--- src/rtl/shift_sequencer_if.sv ---
// shift_sequencer_if: job request/result bundle between a requester and the shift sequencer.
interface shift_sequencer_if #(
    parameter int WIDTH = 8,
    parameter int AMT_W = 4
);
    logic             start_valid;
    logic             start_ready;
    logic [WIDTH-1:0] num;
    logic             d;
    logic [1:0]       mode;
    logic [AMT_W-1:0] amt;
    logic             abort;
    logic [WIDTH-1:0] y;
    logic             done;
    logic             busy;
    modport master (
        output start_valid, num, d, mode, amt, abort,
        input  start_ready, y, done, busy
    );
    modport slave (
        input  start_valid, num, d, mode, amt, abort,
        output start_ready, y, done, busy
    );
endinterface

--- src/rtl/shift_sequencer.sv ---
// shift_sequencer: multi-cycle shifter applying one single-bit shift per clock to an accumulator.
module shift_sequencer #(
    parameter int WIDTH = 8,
    parameter int AMT_W = 4
) (
    input logic             clk,
    input logic             rst_n,
    shift_sequencer_if.slave bus
);
    typedef enum logic [1:0] {IDLE, SHIFT, DONE} state_t;
    state_t           state;
    logic [WIDTH-1:0] acc;
    logic [WIDTH-1:0] nxt;
    logic [WIDTH-1:0] y_r;
    logic [AMT_W-1:0] cnt;
    logic [1:0]       md;
    logic             dir;
    logic             done_r;
    logic             busy_r;
    // mode 11 falls through to logical; left shift ignores arithmetic
    function automatic logic [WIDTH-1:0] step(input logic [WIDTH-1:0] a, input logic left, input logic [1:0] m);
        logic rot;
        logic fill_r;
        rot    = m == 2'b10;
        fill_r = rot ? a[0] : (m == 2'b01 ? a[WIDTH-1] : 1'b0);
        return left ? {a[WIDTH-2:0], rot ? a[WIDTH-1] : 1'b0} : {fill_r, a[WIDTH-1:1]};
    endfunction
    assign nxt             = step(acc, dir, md);
    assign bus.start_ready = state == IDLE;
    assign bus.y           = y_r;
    assign bus.done        = done_r;
    assign bus.busy        = busy_r;
    always_ff @(posedge clk or negedge rst_n) begin
        if (!rst_n) begin
            state  <= IDLE;
            acc    <= '0;
            cnt    <= '0;
            md     <= '0;
            dir    <= 1'b0;
            y_r    <= '0;
            done_r <= 1'b0;
            busy_r <= 1'b0;
        end else begin
            case (state)
                IDLE: if (bus.start_valid) begin
                    acc    <= bus.num;
                    dir    <= bus.d;
                    md     <= bus.mode;
                    cnt    <= bus.amt;
                    busy_r <= 1'b1;
                    if (bus.amt == '0) begin
                        state  <= DONE;
                        y_r    <= bus.num;
                        done_r <= 1'b1;
                    end else begin
                        state <= SHIFT;
                    end
                end
                SHIFT: if (bus.abort) begin
                    state  <= IDLE;
                    busy_r <= 1'b0;
                end else begin
                    acc <= nxt;
                    cnt <= cnt - 1'b1;
                    if (cnt == AMT_W'(1)) begin
                        state  <= DONE;
                        y_r    <= nxt;
                        done_r <= 1'b1;
                    end
                end
                default: begin
                    state  <= IDLE;
                    done_r <= 1'b0;
                    busy_r <= 1'b0;
                end
            endcase
        end
    end
endmodule

--- src/flat_wrapper.sv ---
// flat-port wrapper written by rule: the top's interface ports become plain ports
module shift_sequencer_flat 
#(
    parameter int WIDTH = 8,
    parameter int AMT_W = 4
)
  (clk, rst_n, bus_start_valid, bus_num, bus_d, bus_mode, bus_amt, bus_abort, bus_start_ready, bus_y, bus_done, bus_busy);
  shift_sequencer_if #(.WIDTH(WIDTH), .AMT_W(AMT_W)) bus_i ();
  input logic clk;
  input logic rst_n;
  input wire logic [$bits(bus_i.start_valid)-1:0] bus_start_valid;
  input wire logic [$bits(bus_i.num)-1:0] bus_num;
  input wire logic [$bits(bus_i.d)-1:0] bus_d;
  input wire logic [$bits(bus_i.mode)-1:0] bus_mode;
  input wire logic [$bits(bus_i.amt)-1:0] bus_amt;
  input wire logic [$bits(bus_i.abort)-1:0] bus_abort;
  output wire logic [$bits(bus_i.start_ready)-1:0] bus_start_ready;
  output wire logic [$bits(bus_i.y)-1:0] bus_y;
  output wire logic [$bits(bus_i.done)-1:0] bus_done;
  output wire logic [$bits(bus_i.busy)-1:0] bus_busy;
  assign bus_i.start_valid = bus_start_valid;
  assign bus_i.num = bus_num;
  assign bus_i.d = bus_d;
  assign bus_i.mode = bus_mode;
  assign bus_i.amt = bus_amt;
  assign bus_i.abort = bus_abort;
  assign bus_start_ready = bus_i.start_ready;
  assign bus_y = bus_i.y;
  assign bus_done = bus_i.done;
  assign bus_busy = bus_i.busy;
  shift_sequencer #(.WIDTH(WIDTH), .AMT_W(AMT_W)) u_core (.clk(clk), .rst_n(rst_n), .bus(bus_i));
endmodule
--- config.mk ---
export PLATFORM = sky130hd
export DESIGN_NAME = shift_sequencer_flat
export DESIGN_NICKNAME = d
export VERILOG_FILES = /design/src/rtl/shift_sequencer_if.sv /design/src/rtl/shift_sequencer.sv /design/src/flat_wrapper.sv
export SDC_FILE = /design/constraint.sdc
export NUM_CORES = 1
export LEC_CHECK = 0
export ABC_AREA = 1
export CAP_MARGIN = 5
export CELL_PAD_IN_SITES_DETAIL_PLACEMENT = 1
export CELL_PAD_IN_SITES_GLOBAL_PLACEMENT = 1
export CORE_MARGIN = 5
export CORE_UTILIZATION = 25
export DETAILED_ROUTE_END_ITERATION = 10
export DONT_BUFFER_PORTS = 1
export PLACE_DENSITY_LB_ADDON = 0.1
export SYNTH_ARGS = -nofsm -noshare
export SYNTH_HDL_FRONTEND = slang
export SYNTH_SLANG_ARGS = --single-unit
--- constraint.sdc ---
create_clock -name clk -period 1.35 [get_ports clk]
set_input_delay 0.0675 -clock clk [delete_from_list [all_inputs] [get_ports clk]]
set_output_delay 0.0675 -clock clk [all_outputs]
set_load 0.01 [all_outputs]
[After elaboration in Yosys (flattened, before gate mapping)]
Index checks and enable logic that the tools add are counted.
Cells by class
  add/sub/neg operators: 1
  equal/unequal tests: 10
  multiplexer cells: 28
  reduce and logical (&&, ||, !) cells: 9
Operators by type and width (number)
  two-way mux 8 bit: 7
  case mux 8 bit (2 select lines): 2
  two-way mux 1 bit: 9
  two-way mux 2 bit: 4
  two-way mux 4 bit: 2
  case mux 4 bit (2 select lines): 1
  != test 2 bit, second input constant: 3
  AND reduction 2 bit: 3
  AND reduction 5 bit: 1
  == test 2 x 1 -> 1 bit, second input constant: 2
  == test 4 x 1 -> 1 bit, second input constant: 1
  logical NOT 4 bit: 1
  != test 2 x 1 -> 1 bit, second input constant: 2
  case mux 1 bit (2 select lines): 2
  case mux 2 bit (2 select lines): 1
  AND reduction 4 bit: 1
  subtractor 4 x 1 -> 4 bit, second input constant: 1
  != test 3 x 2 -> 1 bit, second input constant: 1
  AND reduction 3 bit: 1
  == test 2 bit, second input constant: 1
  logical NOT 2 bit: 1
  nonzero test 2 bit: 1
Storage, ports and cells
  register bits after elaboration: 27

[Logic depth before layout (Yosys ltp)]
Gate-level depths: netlist of run 1.
  depth in word-level cells: 7
  gate-level depth with buffers: 8

[Worst setup path before layout of run 1]
No wires, ideal clock.
  kind: reg2reg
  start point: reg u_core.state[0]
  end point: reg u_core.y_r[0] (netlist: u_core.bus.y[0])
  library setup time: 0.116 ns
  arrival: 1.040 ns
  required time: 1.234 ns
  setup slack: 0.194 ns
  cell stages (with the launch flop): 7
  path buffers: 0
  period minus slack after synthesis: 1.156 ns
  cell sequence: dfrtp_1 nor2_4 nand3_1 nand2_1 nand3_2 nand2_1 nand2_1
On the way
  word-level cells in the longest chain between the ends: 3
  elaborated cells on any way between the ends: 9
Ends and longest elaborated chain
  start, declared: RTL line shift_sequencer.sv:11  | state_t state;
  start signal, assigned: RTL line shift_sequencer.sv:35  | state <= IDLE;
  start signal, assigned: RTL line shift_sequencer.sv:52  | state <= DONE;
  start signal, assigned: RTL line shift_sequencer.sv:56  | state <= SHIFT;
  logical NOT 2 bit (*)
  named net bus_start_ready: RTL line flat_wrapper.sv:17  | output wire logic [$bits(bus_i.start_ready)-1:0] bus_start_ready;
  != test 2 x 1 -> 1 bit (no source line), or another cell as far along
  AND reduction 5 bit (no source line)
  end signal, assigned: RTL line shift_sequencer.sv:53  | y_r <= bus.num;
  end signal, assigned: RTL line shift_sequencer.sv:67  | y_r <= nxt;
  end, declared: RTL line shift_sequencer.sv:14  | logic [WIDTH-1:0] y_r;
Mark *: on every way through the listed nets, which the timed path passes. The rest lies on a longest branch.
A chain may end at the register's enable or synchronous reset.

[Worst setup path after layout of run 1]
  start point: reg u_core.cnt[1]
  end point: reg u_core.state[1]
On the way
  word-level cells in the longest chain between the ends: 3
Ends and longest elaborated chain
  start, declared: RTL line shift_sequencer.sv:15  | logic [AMT_W-1:0] cnt;
  start signal, assigned: RTL line shift_sequencer.sv:49  | cnt <= bus.amt;
  start signal, assigned: RTL line shift_sequencer.sv:64  | cnt <= cnt - 1'b1;
  == test 4 x 1 -> 1 bit: RTL line shift_sequencer.sv:65  | if (cnt == AMT_W'(1)) begin
  != test 3 x 2 -> 1 bit (no source line)
  AND reduction 2 bit (no source line)
  end signal, assigned: RTL line shift_sequencer.sv:60  | state <= IDLE;
  end signal, assigned: RTL line shift_sequencer.sv:66  | state <= DONE;
  end signal, assigned: RTL line shift_sequencer.sv:72  | state <= IDLE;
No other way between the ends.

==> run_summary.xml, run 1 <==
<?xml version="1.0" encoding="UTF-8"?>
<metrics>
  <group name="outcome">
    <metric name="status" unit="">completed</metric>
  </group>
  <group name="finish">
    <metric name="final_design_area_no_fill" unit="um^2">1904</metric>
    <metric name="syn2layout_area_growth" unit="%">29.20</metric>
    <metric name="inserted_diodes" unit="">0</metric>
    <metric name="drive_above_1_share" unit="">0.2074</metric>
    <metric name="layout.filler_cells" unit="">761</metric>
    <metric name="finalNonFillerCells" unit="">292</metric>
    <metric name="seqCellArea" unit="um^2">678.2</metric>
    <metric name="multi_input_comb_area" unit="um^2">785.8</metric>
    <metric name="final_net_count" unit="">239</metric>
  </group>
  <group name="drt">
    <metric name="drtPass1Iterations" unit="">4</metric>
    <metric name="drt-total-wl" unit="um">4560</metric>
    <metric name="vias_per_cell" unit="">4.514</metric>
    <metric name="route.detailed.drc" unit="">0</metric>
    <metric name="route.antenna.remaining_nets" unit="">0</metric>
    <metric name="detail_route.iter0.violations" unit="">26</metric>
    <metric name="detail_route.wl_per_cell" unit="um">15.62</metric>
    <metric name="detailroute.via_count" unit="">1318</metric>
  </group>
  <group name="power_and_ir_drop">
    <metric name="total_leakage_power" unit="uW">0.0009359</metric>
    <metric name="power.density" unit="nW/um^2">2394</metric>
    <metric name="power" unit="uW">4558</metric>
    <metric name="irDropWorstVdd" unit="uV">781.5</metric>
  </group>
  <group name="synthesis">
    <metric name="synthesis.yosys.warnings" unit="">0</metric>
    <metric name="synth_seq_area_share" unit="">0.4584</metric>
    <metric name="synth_area_per_cell" unit="um^2">7.637</metric>
    <metric name="synth_adder_area_share" unit="">0.01698</metric>
    <metric name="yosysUniqueCellTypes" unit="">24</metric>
    <metric name="yosys.area_share.xor_xnor" unit="">0.005942</metric>
    <metric name="synth_top_family_by_area" unit="">simple AND/OR/NAND/NOR gates</metric>
    <metric name="synth.cell_area" unit="um^2">1474</metric>
    <metric name="netlist_instances" unit="">193</metric>
    <metric name="yosys_register_bits" unit="">27</metric>
    <metric name="synth.mux.area_fraction" unit="">0</metric>
    <metric name="yosys.area_share.simple" unit="">0.3438</metric>
    <metric name="synth_compound_area_frac" unit="">0.09847</metric>
    <metric name="syn_nets" unit="">214</metric>
  </group>
  <group name="critical_path">
    <metric name="r2r_setup_slack" unit="ns">0.01</metric>
    <metric name="crit_end_element" unit="">register</metric>
    <metric name="critPathKind" unit="">register to register</metric>
    <metric name="ff2ff_path_depth" unit="">7</metric>
    <metric name="critical_path.startpoint_type" unit="">register</metric>
    <metric name="worstReg2RegStart" unit="">u_core.cnt[1]</metric>
    <metric name="required" unit="ns">1.58</metric>
    <metric name="timing.critical_path.slowest_cell_delay" unit="ns">0.41</metric>
    <metric name="worst_ep_arrival_time" unit="ns">1.56</metric>
    <metric name="path_max_fanout" unit="">4</metric>
    <metric name="endpoint_of_the_worst_register_to_register_path" unit="">u_core.state[1]</metric>
    <metric name="critical_path_startpoint" unit="">u_core.cnt[1]</metric>
    <metric name="cpMaxStageDelayCell" unit="">sky130_fd_sc_hd__dfrtp_1</metric>
    <metric name="path_cells" unit="">inv_2, ha_4, nand3_4, nand2_4, nand2_8, nor2_4, buf_4</metric>
  </group>
  <group name="timing">
    <metric name="finalHoldViolCount" unit="">0</metric>
    <metric name="rsz0062_at_grt" unit="">yes</metric>
    <metric name="finalClockSkew" unit="ns">0.002038</metric>
    <metric name="min_period_over_period" unit="">0.9903</metric>
    <metric name="setup_violation_total_in_the_final_timing_report" unit="">0</metric>
    <metric name="fin_setup_tns" unit="ns">0</metric>
    <metric name="max_freq" unit="MHz">748.0</metric>
    <metric name="timing_worst_slew_pin_value" unit="ns">0.2210</metric>
    <metric name="layout_min_cycle_time" unit="ns">1.337</metric>
    <metric name="timing.hold.ws" unit="ns">0.02939</metric>
    <metric name="maxSlewHeadroom" unit="">0.8521</metric>
    <metric name="slew_viol_final" unit="">0</metric>
  </group>
  <group name="place">
    <metric name="dp.cells" unit="">272</metric>
    <metric name="place_hpwl" unit="um">3043</metric>
    <metric name="port_buffers" unit="">0</metric>
    <metric name="place_congestion" unit="">0.8108</metric>
    <metric name="dpl-instance-area" unit="um^2">1608</metric>
  </group>
  <group name="job">
    <metric name="max-cap-violations" unit="">0</metric>
  </group>
  <group name="global_route">
    <metric name="grt_pass1_vias" unit="">1440</metric>
    <metric name="global_route_usage_over_all_layers" unit="">0.1239</metric>
    <metric name="grt_remaining_overflow" unit="">0</metric>
    <metric name="initial_antenna_violation_count" unit="">0</metric>
    <metric name="largest_net_degree_at_the_start_of_global_routing" unit="">28</metric>
    <metric name="grt_pass1_wl" unit="um">7155</metric>
  </group>
  <group name="hold_path">
    <metric name="min_path_type" unit="">primary input to register</metric>
    <metric name="min_from" unit="">bus_num[3]</metric>
    <metric name="hold_depth" unit="">4</metric>
    <metric name="timing.hold.worst_endpoint" unit="">u_core.bus.y[3]</metric>
  </group>
  <group name="floorplanning">
    <metric name="rows" unit="">28</metric>
    <metric name="boundaryPins" unit="">30</metric>
    <metric name="core_area" unit="um^2">5816</metric>
    <metric name="dieHeight" unit="um">86.79</metric>
    <metric name="die_x" unit="um">86.79</metric>
    <metric name="starting_density" unit="">0.2534</metric>
    <metric name="overall_die_area" unit="um^2">7532</metric>
  </group>
  <group name="cts">
    <metric name="h_tree_depth" unit="">1</metric>
    <metric name="cts.root.buffer_cell" unit="">sky130_fd_sc_hd__clkbuf_8</metric>
    <metric name="clock_latency" unit="ns">0.28</metric>
    <metric name="cts_tree" unit="">built</metric>
    <metric name="cts_buffer_depth" unit="">2</metric>
    <metric name="numCtsBuffers" unit="">3</metric>
    <metric name="cts.sink_count" unit="">27</metric>
    <metric name="clk_transition_reported_paths" unit="ns">0.10</metric>
  </group>
</metrics>
-- stage by stage --
step	util	worst slack, ns
finish	0.3275	0.01315
global route	0.3275	-0.05752
CTS	0.3107	0.003875
detailed placement	0.2765	-0.08533
global placement	0.2765	-0.01733
floorplan	-	0.1936
-- flip-flops by register name, indices dropped and copies added (netlist names) --
name,cells
u_core.acc,8
u_core.bus.busy,1
u_core.cnt,4
u_core.md,2
u_core.dir,1
u_core.state,2
u_core.bus.y,8
u_core.bus.done,1
-- critical path, delay by kind of cell (launching register included) --
family,cells,cell delay [ns]
DFF,1,0.41
adders and majority gates,1,0.15
buffers and inverters,2,0.23
and+or+nand+nor,4,0.48
-- cell usage in the layout, fill, tap and decap left out, types with 4 or more instances in the layout --
cell type                       instances
sky130_fd_sc_hd__buf_4                  8
sky130_fd_sc_hd__dfrtp_1               25
sky130_fd_sc_hd__dlygate4sd3_1         11
sky130_fd_sc_hd__inv_1                 11
sky130_fd_sc_hd__inv_2                  5
sky130_fd_sc_hd__nand2_1               82
sky130_fd_sc_hd__nand2_2                7
sky130_fd_sc_hd__nand3_1                4
sky130_fd_sc_hd__nor2_1                14
sky130_fd_sc_hd__o21ai_0               12
-- Yosys cell counts, drive strengths merged --
cell,instances,share of area
o21ai,15,0.053
o211ai,1,0.0051
nand2,92,0.24
nand4,1,0.0042
nor2,17,0.061
ha,2,0.017
inv,16,0.041
a21oi,3,0.010
o22ai,1,0.0042
a31oi,4,0.025
nand3,8,0.034
dfrtp,27,0.46
buf,5,0.036
xnor2,1,0.0059
-- how the worst max path moves through the flow --
| stage | cells after the start | end | slack [ns] |
|---|---|---|---|
| finish | 7 | u_core.state[1] | 0.01 |
| global placement | 7 | u_core.bus.y[0] | -0.02 |
| floorplan | 6 | u_core.bus.y[0] | 0.19 |
| global route | 8 | u_core.bus.y[2] | -0.06 |
| CTS | 8 | u_core.bus.y[2] | 0.004 |
| detailed placement | 7 | u_core.bus.y[2] | -0.09 |
-- repair_timing --
action,4_1_cts,5_1_grt
hold buffers,12,0
setup endpoints to repair,9,16
buffers inserted,0,2
gates resized for setup,3,17
hold endpoints to repair,37,0
gates cloned,1,1
pin swaps,4,8
-- where the power goes --
group / leakage [uW] / switching, uW / internal [uW]
Clock: 0.0000228 / 273 / 212
Sequential: 0.000333 / 397 / 1190
Combinational: 0.000580 / 1480 / 1000
Total: 0.000936 / 2150 / 2400
-- per-layer routing --
layer | global-route usage | wire length, um | up-vias | part of all wire
li1 | - | - | 655 | -
met3 | 0.03137 | 247 | 4 | 0.054
met2 | 0.2063 | 2318 | 23 | 0.51
met4 | 0.03824 | 43 | 0 | 0.0094
met5 | 0 | 0 | - | 0
met1 | 0.1565 | 1949 | 636 | 0.43
-- cell families (layout without fill, tap and decap cells) --
kind of cell             count (synthesis)  in the layout
AND/OR/NAND/NOR                        118            120
XOR/XNOR                                 1              1
AO/OA/AOI/OAI                           24             24
adder cells (fa/ha/maj)                  2              2
flip-flops                              27             27
buffers and inverters                   21             43
-- area by class of cell --
type / instances / share of cell area
multi-input cells: 147 / 0.4126
flip-flops and latches: 27 / 0.3561
repair buffers: 23 / 0.1268
well taps: 75 / 0.04928
inverters: 16 / 0.03154
clock buffers: 4 / 0.02365
(Power assumes the default switching activity.)
==> run 2: changes to the inputs <==
--- a/config.mk
+++ b/config.mk
@@ -5,7 +5,6 @@
 export SDC_FILE = /design/constraint.sdc
 export NUM_CORES = 1
 export LEC_CHECK = 0
-export ABC_AREA = 1
 export CAP_MARGIN = 5
 export CELL_PAD_IN_SITES_DETAIL_PLACEMENT = 1
 export CELL_PAD_IN_SITES_GLOBAL_PLACEMENT = 1
==> constraint.sdc (replaced) <==
create_clock -name clk -period 1.55 [get_ports clk]
set_input_delay 0.0775 -clock clk [delete_from_list [all_inputs] [get_ports clk]]
set_output_delay 0.0775 -clock clk [all_outputs]
set_load 0.01 [all_outputs]
==> run_summary.xml, run 2 <==
<?xml version="1.0" encoding="UTF-8"?>
<metrics>
  <group name="drt">
    <metric name="detail_route.wl_per_cell" unit="um">15.75</metric>
    <metric name="detailroute.via_count" unit="">1042</metric>
    <metric name="drt-total-wl" unit="um">3623</metric>
    <metric name="route.antenna.remaining_nets" unit="">0</metric>
    <metric name="route.detailed.drc" unit="">0</metric>
    <metric name="drtPass1Iterations" unit="">4</metric>
    <metric name="vias_per_cell" unit="">4.530</metric>
    <metric name="detail_route.iter0.violations" unit="">24</metric>
  </group>
  <group name="timing">
    <metric name="min_period_over_period" unit="">0.9265</metric>
    <metric name="finalWorstSetupSlack" unit="ns">0.1140</metric>
    <metric name="maxSlewHeadroom" unit="">0.6843</metric>
    <metric name="finalHoldViolCount" unit="">0</metric>
    <metric name="slew_viol_final" unit="">0</metric>
    <metric name="timing_worst_slew_pin_value" unit="ns">0.4735</metric>
    <metric name="layout_min_cycle_time" unit="ns">1.436</metric>
    <metric name="finalClockSkew" unit="ns">0.006418</metric>
    <metric name="fin_setup_tns" unit="ns">0</metric>
    <metric name="setup_violation_total_in_the_final_timing_report" unit="">0</metric>
    <metric name="rsz0062_at_grt" unit="">no</metric>
    <metric name="max_freq" unit="MHz">696.4</metric>
  </group>
  <group name="power_and_ir_drop">
    <metric name="netSwitchingPower" unit="uW">1191</metric>
    <metric name="cell_internal_pwr" unit="uW">1757</metric>
    <metric name="power.sequential.fraction" unit="">0.475</metric>
    <metric name="power.density" unit="nW/um^2">1750</metric>
    <metric name="clock_power_share" unit="">0.141</metric>
    <metric name="share_comb_of_total_power" unit="">0.384</metric>
    <metric name="power_switching_share" unit="">0.4040</metric>
    <metric name="total_leakage_power" unit="uW">0.0007574</metric>
    <metric name="irDropWorstVdd" unit="uV">479.8</metric>
  </group>
  <group name="global_route">
    <metric name="largest_net_degree_at_the_start_of_global_routing" unit="">28</metric>
    <metric name="global_route_usage_over_all_layers" unit="">0.1056</metric>
    <metric name="grt_remaining_overflow" unit="">0</metric>
    <metric name="grt_pass1_wl" unit="um">6030</metric>
    <metric name="initial_antenna_violation_count" unit="">0</metric>
    <metric name="grt_pass1_vias" unit="">1210</metric>
  </group>
  <group name="critical_path">
    <metric name="crit_buf_inv" unit="">2</metric>
    <metric name="cpLargestDelayFamily" unit="">flip-flops</metric>
    <metric name="path_cells" unit="">inv_2, ha_1, nor3b_4, a22oi_4, clkbuf_16, nand2_1, o21ai_1</metric>
    <metric name="path_max_fanout" unit="">7</metric>
    <metric name="timing.critical_path.slowest_cell_delay" unit="ns">0.40</metric>
    <metric name="cpMaxStageDelayCell" unit="">sky130_fd_sc_hd__dfrtp_1</metric>
    <metric name="crit_end_element" unit="">register</metric>
    <metric name="critPathKind" unit="">register to register</metric>
    <metric name="worstReg2RegStart" unit="">u_core.cnt[1]</metric>
    <metric name="required" unit="ns">1.76</metric>
    <metric name="worst_ep_arrival_time" unit="ns">1.64</metric>
    <metric name="critical_path.startpoint_type" unit="">register</metric>
    <metric name="critical_path_startpoint" unit="">u_core.cnt[1]</metric>
  </group>
  <group name="synthesis">
    <metric name="yosysTopAreaCell" unit="">sky130_fd_sc_hd__dfrtp_1</metric>
    <metric name="yosys_register_bits" unit="">27</metric>
    <metric name="synth_largest_type_area_fraction" unit="">0.4932</metric>
    <metric name="netlist_instances" unit="">143</metric>
    <metric name="synth.most_common_cell" unit="">sky130_fd_sc_hd__dfrtp_1</metric>
    <metric name="synth_seq_area_share" unit="">0.4932</metric>
    <metric name="yosysUniqueCellTypes" unit="">34</metric>
    <metric name="synth_area_per_cell" unit="um^2">9.581</metric>
    <metric name="synth.area.top_cells" unit="">sky130_fd_sc_hd__dfrtp_1 49%, sky130_fd_sc_hd__a21oi_1 5.1%, sky130_fd_sc_hd__nand2_1 4.7%</metric>
    <metric name="most_frequent_cells_after_synthesis" unit="">27 x sky130_fd_sc_hd__dfrtp_1, 17 x sky130_fd_sc_hd__nand2_1, 14 x sky130_fd_sc_hd__a21oi_1, 12 x sky130_fd_sc_hd__nor2_1, 11 x sky130_fd_sc_hd__o21ai_0</metric>
    <metric name="ys_async_sr_fraction" unit="">1.000</metric>
    <metric name="edff_count_synth" unit="">0</metric>
    <metric name="yosys_most_used_dff" unit="">sky130_fd_sc_hd__dfrtp_1</metric>
    <metric name="syn_nets" unit="">164</metric>
    <metric name="synthesis.yosys.warnings" unit="">0</metric>
    <metric name="synth.cell_area" unit="um^2">1370</metric>
  </group>
  <group name="floorplanning">
    <metric name="dieHeight" unit="um">84.03</metric>
    <metric name="die_x" unit="um">84.03</metric>
    <metric name="core_area" unit="um^2">5405</metric>
    <metric name="starting_density" unit="">0.2535</metric>
    <metric name="boundaryPins" unit="">30</metric>
    <metric name="overall_die_area" unit="um^2">7061</metric>
    <metric name="rows" unit="">27</metric>
  </group>
  <group name="finish">
    <metric name="final_design_area_no_fill" unit="um^2">1684</metric>
    <metric name="final_net_count" unit="">180</metric>
    <metric name="drive_above_1_share" unit="">0.1646</metric>
    <metric name="syn2layout_area_growth" unit="%">22.92</metric>
    <metric name="layout.filler_cells" unit="">611</metric>
    <metric name="mostFrequentLayoutCell" unit="">sky130_fd_sc_hd__dfrtp_1</metric>
    <metric name="final_cell_mix" unit="">25 x sky130_fd_sc_hd__dfrtp_1, 17 x sky130_fd_sc_hd__nand2_1, 14 x sky130_fd_sc_hd__a21oi_1, 12 x sky130_fd_sc_hd__nor2_1, 11 x sky130_fd_sc_hd__o21ai_0</metric>
    <metric name="inserted_diodes" unit="">0</metric>
  </group>
  <group name="hold_path">
    <metric name="min_from" unit="">bus_num[7]</metric>
    <metric name="min_path_type" unit="">primary input to register</metric>
  </group>
  <group name="place">
    <metric name="port_buffers" unit="">0</metric>
    <metric name="place_hpwl" unit="um">2602</metric>
    <metric name="place_ws" unit="ns">0.05128</metric>
    <metric name="dpl-instance-area" unit="um^2">1505</metric>
    <metric name="place_congestion" unit="">0.7117</metric>
  </group>
  <group name="job">
    <metric name="max-cap-violations" unit="">0</metric>
  </group>
  <group name="cts">
    <metric name="cts.sink_count" unit="">27</metric>
    <metric name="h_tree_depth" unit="">1</metric>
    <metric name="clock_latency" unit="ns">0.27</metric>
    <metric name="cts.root.buffer_cell" unit="">sky130_fd_sc_hd__clkbuf_8</metric>
    <metric name="clk_transition_reported_paths" unit="ns">0.10</metric>
    <metric name="numCtsBuffers" unit="">3</metric>
    <metric name="cts_tree" unit="">built</metric>
    <metric name="cts_buffer_depth" unit="">2</metric>
  </group>
  <group name="outcome">
    <metric name="status" unit="">completed</metric>
  </group>
</metrics>
-- run 2: cell types whose count changed after synthesis, moves of 5 or more --
cell	change
sky130_fd_sc_hd__nand2_1	-69
sky130_fd_sc_hd__mux2i_1	+6
sky130_fd_sc_hd__nand2_2	-6
sky130_fd_sc_hd__nand3_1	-5
sky130_fd_sc_hd__o21ai_1	+9
sky130_fd_sc_hd__a21oi_1	+11
-- run 2: kinds of logic after synthesis --
family                     share of synthesized area
and+or+nand+nor                               0.1735
muxes                                        0.06027
AOI/OAI and AO/OA                             0.1954
adders and majority gates                    0.01826
buffers and inverters                        0.05935
DFF                                           0.4932
-- run 2: routing by layer --
metal | track usage | vias up | part of all wire
met2 | 0.1714 | 17 | 0.48
met5 | 0 | - | 0
li1 | - | 522 | -
met4 | 0.03070 | 0 | 0.0069
met1 | 0.1371 | 501 | 0.47
met3 | 0.02764 | 2 | 0.038
-- run 2: worst reg2reg max path: stages (launching register included) --
cell	delay, ns
sky130_fd_sc_hd__dfrtp_1	0.40
sky130_fd_sc_hd__inv_2	0.05
sky130_fd_sc_hd__ha_1	0.17
sky130_fd_sc_hd__nor3b_4	0.16
sky130_fd_sc_hd__a22oi_4	0.26
sky130_fd_sc_hd__clkbuf_16	0.22
sky130_fd_sc_hd__nand2_1	0.05
sky130_fd_sc_hd__o21ai_1	0.07
-- run 2: power by group through the flow --
stage	Sequential [uW]	Combinational (uW)	Clock [uW]
after global routing	1440	1310	468
after CTS	1390	1110	441
final	1400	1130	416
after detailed placement	1410	1070	0
after floorplan	1270	841	0
after global placement	1400	1040	0
-- run 2: stage by stage --
stage	std cells	hold slack, ns	utilization	total power [uW]
after floorplan	143	-0.2181	-	2108
after global placement	217	-0.2170	0.2785	2436
after detailed placement	217	-0.2167	0.2785	2477
after CTS	229	0.003781	0.3035	2945
after global routing	230	0.01683	0.3116	3217
final	230	0.007632	0.3116	2947
-- run 2: path summary, 6_finish.rpt --
| kind | to | slack [ns] | cells after the start |
|---|---|---|---|
| worst max-delay path | u_core.bus.y[2] | 0.11 | 7 |
| worst min-delay path | u_core.bus.y[7] | 0.008 | 2 |
| worst max register to register | u_core.bus.y[2] | 0.11 | 7 |
| worst min register to register | u_core.acc[5] | 0.54 | 2 |
| max in group asynchronous | u_core.state[0] | 1.15 | 2 |
| min in group asynchronous | u_core.bus.y[7] | 0.23 | 2 |
-- run 2: final cells by class --
cell class / instances / area [um^2] / share of cell area
clock buffers: 4 / 45.04 / 0.02675
inverters: 9 / 33.78 / 0.02006
multi-input cells: 100 / 629.4 / 0.3737
flip-flops and latches: 27 / 678.2 / 0.4027
well taps: 72 / 90.09 / 0.05349
repair buffers: 18 / 207.7 / 0.1233
-- run 2: timing repair --
item / CTS / global route
endpoints found under the hold margin: 33 / 0
setup buffers: 0 / 1
resized for setup: 0 / 7
hold buffers: 8 / 0
setup endpoints to repair: 0 / 18
